==> src/rtl/pool_pkg.sv <==
// Shared types and elaboration helpers for the 2x2 stride-2 pooling engine.
package pool_pkg;

    typedef enum logic {
        POOL_MAX = 1'b0,
        POOL_AVG = 1'b1
    } pool_mode_e;

    localparam int POOL_MIN_DIM = 2;

    // Counter width for a 0..n-1 range; never narrower than one bit.
    function automatic int cnt_w(input int n);
        return (n > 1) ? $clog2(n) : 1;
    endfunction

    function automatic bit dims_ok(input int img_w, input int img_h);
        return (img_w >= POOL_MIN_DIM) && (img_h >= POOL_MIN_DIM) &&
               (img_w % 2 == 0) && (img_h % 2 == 0);
    endfunction

endpackage

==> src/rtl/pool_line_buf.sv <==
// Half-width line buffer holding horizontal partials from the even row of each window pair.
module pool_line_buf
    import pool_pkg::*;
#(
    parameter int DEPTH = 14,
    parameter int W     = 9,
    parameter int AW    = cnt_w(DEPTH)
) (
    input  logic          clk,
    input  logic          i_we,
    input  logic [AW-1:0] i_waddr,
    input  logic [W-1:0]  i_wdata,
    input  logic [AW-1:0] i_raddr,
    output logic [W-1:0]  o_rdata
);

    // No reset: every entry is written on the even row before the odd row reads it.
    logic [W-1:0] r_mem [DEPTH];

    always_ff @(posedge clk) begin
        if (i_we) begin
            r_mem[i_waddr] <= i_wdata;
        end
    end

    assign o_rdata = r_mem[i_raddr];

endmodule

==> src/rtl/pool2d_stream.sv <==
// 2x2 stride-2 max/average pooling over a raster-scan pixel stream with frame-length checking.
module pool2d_stream
    import pool_pkg::*;
#(
    parameter int DATA_W = 8,
    parameter int IMG_W  = 28,
    parameter int IMG_H  = 28
) (
    input  logic              clk,
    input  logic              rst_n,
    input  logic              mode,
    input  logic              in_valid,
    output logic              in_ready,
    input  logic [DATA_W-1:0] in_data,
    input  logic              in_last,
    output logic              out_valid,
    input  logic              out_ready,
    output logic [DATA_W-1:0] out_data,
    output logic              out_last,
    output logic              err
);

    localparam int COL_W = cnt_w(IMG_W);
    localparam int ROW_W = cnt_w(IMG_H);
    localparam int LB_D  = IMG_W / 2;
    localparam int LB_AW = cnt_w(LB_D);
    localparam logic [COL_W-1:0] COL_LAST = COL_W'(IMG_W - 1);
    localparam logic [ROW_W-1:0] ROW_LAST = ROW_W'(IMG_H - 1);

    if (!dims_ok(IMG_W, IMG_H)) begin : g_bad_dims
        $error("pool2d_stream: IMG_W and IMG_H must be even and >= 2");
    end

    logic [COL_W-1:0]  r_col;
    logic [ROW_W-1:0]  r_row;
    logic [DATA_W-1:0] r_pair;
    pool_mode_e        r_mode;
    logic              r_out_valid;
    logic [DATA_W-1:0] r_out_data;
    logic              r_out_last;
    logic              r_err;

    logic              w_accept;
    logic              w_end_col;
    logic              w_final;
    logic              w_early_last;
    logic              w_missing_last;
    logic              w_prod;
    logic              w_load;
    logic              w_lb_we;
    logic [LB_AW-1:0]  w_lb_idx;
    logic [DATA_W:0]   w_h;
    logic [DATA_W:0]   w_lb_rd;
    logic [DATA_W+1:0] w_sum4;
    logic [DATA_W-1:0] w_res;

    assign w_end_col      = (r_col == COL_LAST);
    assign w_final        = w_end_col && (r_row == ROW_LAST);
    assign w_prod         = r_row[0] && r_col[0];
    assign in_ready       = !(w_prod && r_out_valid && !out_ready);
    assign w_accept       = in_valid && in_ready;
    assign w_early_last   = in_last && !w_final;
    assign w_missing_last = w_final && !in_last;
    // A premature in_last throws the current window away, so neither store nor emit it.
    assign w_load         = w_accept && w_prod && !w_early_last;
    assign w_lb_we        = w_accept && !r_row[0] && r_col[0] && !w_early_last;
    assign w_lb_idx       = LB_AW'(r_col >> 1);

    always_comb begin
        w_h = '0;
        if (r_mode == POOL_AVG) begin
            w_h = {1'b0, r_pair} + {1'b0, in_data};
        end else begin
            w_h = {1'b0, (in_data > r_pair) ? in_data : r_pair};
        end
    end

    pool_line_buf #(
        .DEPTH (LB_D),
        .W     (DATA_W + 1),
        .AW    (LB_AW)
    ) u_line_buf (
        .clk     (clk),
        .i_we    (w_lb_we),
        .i_waddr (w_lb_idx),
        .i_wdata (w_h),
        .i_raddr (w_lb_idx),
        .o_rdata (w_lb_rd)
    );

    assign w_sum4 = {1'b0, w_h} + {1'b0, w_lb_rd};

    always_comb begin
        w_res = '0;
        if (r_mode == POOL_AVG) begin
            w_res = DATA_W'(w_sum4 >> 2);
        end else begin
            w_res = (w_h[DATA_W-1:0] > w_lb_rd[DATA_W-1:0]) ? w_h[DATA_W-1:0]
                                                             : w_lb_rd[DATA_W-1:0];
        end
    end

    always_ff @(posedge clk or negedge rst_n) begin
        if (!rst_n) begin
            r_col  <= '0;
            r_row  <= '0;
            r_pair <= '0;
            r_mode <= POOL_MAX;
        end else if (w_accept) begin
            if (w_early_last) begin
                r_col <= '0;
                r_row <= '0;
            end else if (w_end_col) begin
                r_col <= '0;
                r_row <= (r_row == ROW_LAST) ? '0 : r_row + ROW_W'(1);
            end else begin
                r_col <= r_col + COL_W'(1);
            end
            if (!r_col[0]) begin
                r_pair <= in_data;
            end
            if ((r_col == '0) && (r_row == '0)) begin
                r_mode <= pool_mode_e'(mode);
            end
        end
    end

    // Load wins over drain, so a simultaneous drain+load keeps out_valid high.
    always_ff @(posedge clk or negedge rst_n) begin
        if (!rst_n) begin
            r_out_valid <= 1'b0;
            r_out_data  <= '0;
            r_out_last  <= 1'b0;
            r_err       <= 1'b0;
        end else begin
            r_err <= w_accept && (w_early_last || w_missing_last);
            if (w_load) begin
                r_out_valid <= 1'b1;
                r_out_data  <= w_res;
                r_out_last  <= w_final;
            end else if (r_out_valid && out_ready) begin
                r_out_valid <= 1'b0;
                r_out_data  <= '0;
                r_out_last  <= 1'b0;
            end
        end
    end

    assign out_valid = r_out_valid;
    assign out_data  = r_out_data;
    assign out_last  = r_out_last;
    assign err       = r_err;

endmodule

==> config.mk <==
export PLATFORM = sky130hd
export DESIGN_NAME = pool2d_stream
export DESIGN_NICKNAME = d
export VERILOG_FILES = /design/src/rtl/pool_pkg.sv /design/src/rtl/pool_line_buf.sv /design/src/rtl/pool2d_stream.sv
export SDC_FILE = /design/constraint.sdc
export NUM_CORES = 1
export LEC_CHECK = 0
export CAP_MARGIN = 10
export CELL_PAD_IN_SITES_DETAIL_PLACEMENT = 0
export CELL_PAD_IN_SITES_GLOBAL_PLACEMENT = 1
export CORE_ASPECT_RATIO = 1.25
export CORE_UTILIZATION = 30
export CTS_BUF_LIST = sky130_fd_sc_hd__clkbuf_4
export CTS_CLUSTER_SIZE = 20
export DETAILED_ROUTE_END_ITERATION = 8
export GPL_TIMING_DRIVEN = 1
export PLACE_DENSITY = 0.54
export SLEW_MARGIN = 20
export SYNTH_ARGS = -nofsm -noshare
export SYNTH_HDL_FRONTEND = slang
export SYNTH_SLANG_ARGS = --single-unit
export TNS_END_PERCENT = 5
==> constraint.sdc <==
create_clock -name clk -period 6.29 [get_ports clk]
set_clock_uncertainty 0.2 [all_clocks]
set_input_delay 0.629 -clock clk [delete_from_list [all_inputs] [get_ports clk]]
set_output_delay 0.629 -clock clk [all_outputs]
set_load 0.01 [all_outputs]
==> reports/metrics.yaml <==
cells_and_area:
  final_util_pct: 35.0
  layout_common_cells: "126 x edfxtp_1, 51 x a21oi_1, 46 x nor2_1"
  post_route_cells_drive_above_1_share_pct: 15.5
  final_cell_area_mm2: 0.00864
  areaGrowthSynthToFinish_pct: 13.4
  nFillCells: 2506
  final_common_cell: "edfxtp_1"
  num-nets-final: 653
cts:
  ctsResizeCount: 0
  clock-root-buffer: "clkbuf_4"
  clock_latency_ns: 0.56
  cts_made_buffers: 17
  htree_levels: 4
  cts_tree: "done"
  clkTransAtPathRegs_ns: 0.14
  clock_sinks: 156
  cts_hold_buf: 0
  cts_setup_buffers: 0
  clk_path_buf_depth: 2
floorplanning:
  initial_core_util_pct: 30.9
  core-area_mm2: 0.0247
  ios: 26
  die_width_um: 145
  dieArea_mm2: 0.0260
  die-height_um: 180
  row_count: 64
global_route:
  grt_usage_pct: 14.2
  use_met3_pct: 2.55
  grt_pass1_vias: 4775
  met1_usage_pct: 17.2
  grt_remaining_overflow: 0
  grt_pass1_wl_um: 27100
  grt_max_degree: 37
  met2_usage_pct: 24.9
  busiest_layer: "met2"
  grt_antenna_before_repair: 1
placed_design:
  dp_hpwl_um: 12000
  place_area_mm2: 0.00830
  io_buffers: 25
  gp_congestion: 0.828
synth:
  ys_seq_area_share_pct: 59.5
  synthFlopType: "edfxtp_1"
  synth_seq_cells: 156
  syn_nets: 618
  synth_top_area_share_pct: 49.7
  async_flop_share_pct: 19.2
  synth_area_leader_cell: "edfxtp_1"
  synth_area_leaders: "edfxtp_1 50%, dfrtp_1 9.9%, mux4_2 8.6%, ha_1 6.2%, a21oi_1 3.4%"
  synth_edf_count: 126
  ys_warn_count: 0
  ys_types: 51
  synth_cells: 565
  syn_area_per_cell_um2: 13.5
  syn_area_mm2: 0.00762
sta:
  rsz0062_at_grt: "no"
  period_needed_ns: 5.14
  hold_viol: 0
  fin_tns_setup_ns: 0
  hold_ws_ns: 0.243
  fin_crit_sh_pct: 81.7
  timing.fmax_mhz: 195
  finalMaxSlewViolations: 0
  setup_viol: 0
  slew_headroom_pct: 29.9
  worstMarginPinSlew_ns: 1.05
route:
  totalWireLength_um: 17100
  drt_iter0_drc: 297
  first_pass_iters: 4
  vias_per_cell: 4.81
  wl_per_cell_um: 18.2
  drcViolationCount: 0
  ant_nets: 0
  vias: 4529
pwr:
  p_int_mw: 2.05
  vdd_drop_max_mv: 0.142
  p_seq_share_pct: 43.2
  power.share.switching_pct: 33.5
  powerDensity_mw_per_mm2: 357
  power.share.clock_pct: 22.9
  p_comb_share_pct: 33.9
  switchingPower_mw: 1.03
  p_leak_nw: 3.06
worst_setup_path:
  crit_path_start_kind: "input pin"
  cpPeakStageDelay_ns: 0.66
  ff2ff_setup_slack_ns: 1.26
  path_buf_inv: 2
  endpoint: "out_data[6]"
  crit_arrival_ns: 5.41
  worst-setup-path-type: "in -> reg"
  critical-path-top-delay-family: "compound AO/OA/AOI/OAI gates"
  critPathMaxFanout: 15
  slowest_stage: "nor2_1"
  cp.required_ns: 6.56
  crit_start: "in_data[7]"
  rr_startpoint: "r_pair[7]"
  crit_path_frequent_cell: "a21oi_1"
  path_depth: 19
  reg2reg_depth: 19
  path_cells: "clkdlybuf4s50_1 -> ha_1 -> nand4_1 -> nor2_1 -> a21oi_1 -> nor2_1 -> o21ai_0 -> o21ai_1 -> inv_1 -> ha_1 -> a21o_1 -> a21oi_1 -> o21bai_1 -> a21oi_1 -> o21ai_1 -> a21oi_1 -> xor2_1 -> a21oi_1 -> o211a_1"
  reg2reg_to: "out_data[6]"
  worstSetupEndpointType: "flop"
run:
  drv_cap: 0
min_path:
  hold_class: "in -> async"
run_status:
  outcome: "complete, no violations"
kinds of logic (layout without fill, tap and decap cells):
group | Yosys count | in the layout | share of synthesized area (%)
other | 0 | 1 | 0
AND/OR/NAND/NOR | 137 | 137 | 8.38
multiplexers | 59 | 59 | 12.6
flip-flops | 156 | 156 | 59.5
adder cells (fa/ha/maj) | 39 | 39 | 6.51
AO/OA/AOI/OAI | 107 | 107 | 8.59
buffers and inverters | 57 | 103 | 3.19
XOR/XNOR | 10 | 10 | 1.15
Yosys cell counts (all sizes together) (11+ instances only):
library cell	n
a21oi	55
buf	11
clkbuf	14
dfrtp	30
edfxtp	126
ha	38
inv	32
mux2i	25
mux4	29
nand2	31
nand3	13
nor2	50
nor3	11
o21ai	22
power by group through the flow:
stage | Combinational [mW] | Clock, mW | Sequential, mW
final | 1.05 | 0.708 | 1.33
after global routing | 1.16 | 0.766 | 1.34
after CTS | 1.07 | 0.733 | 1.34
after detailed placement | 1.06 | 0 | 1.36
after global placement | 1.04 | 0 | 1.36
after floorplan | 0.757 | 0 | 1.34
through the flow:
step	worst slack, ns	power, mW	std cells
3_3_place_gp	0.433	2.40	911
3_5_place_dp	0.251	2.42	911
2_1_floorplan	1.71	2.10	565
5_1_grt	0.722	3.27	942
6_report	1.15	3.09	942
4_1_cts	0.881	3.14	941
metal layers:
layer  wire length (um)  share of wire, %
met3                350               2.0
met1               7480                44
met2               9010                53
met5                  0                 0
met4                280               1.6
how the worst min path moves through the flow:
stage           endpoint  depth (start not counted)
2_1_floorplan        err                          0
6_report       r_pair[4]                          2
3_5_place_dp    out_last                          2
3_3_place_gp    out_last                          2
5_1_grt        r_pair[4]                          2
4_1_cts        r_pair[4]                          2
state kept, by name, summed over array words and instances (netlist names):
register / count
out_last: 1
r_pair: 8
out_data: 8
r_col: 5
u_line_buf.r_mem: 126
err: 1
out_valid: 1
r_row: 5
r_mode: 1
area by class of cell:
cell class / count / area (um2) / area share (%)
antenna: 1 / 2.50 / 0.0290
inverter: 32 / 120 / 1.39
multi-input combinational: 352 / 2870 / 33.2
sequential: 156 / 4540 / 52.5
timing repair buffer: 41 / 370 / 4.29
clock buffer: 18 / 135 / 1.56
tap: 330 / 413 / 4.78
clock inverter: 12 / 196 / 2.27
No activity file was read; power rests on OpenSTA's default activity.
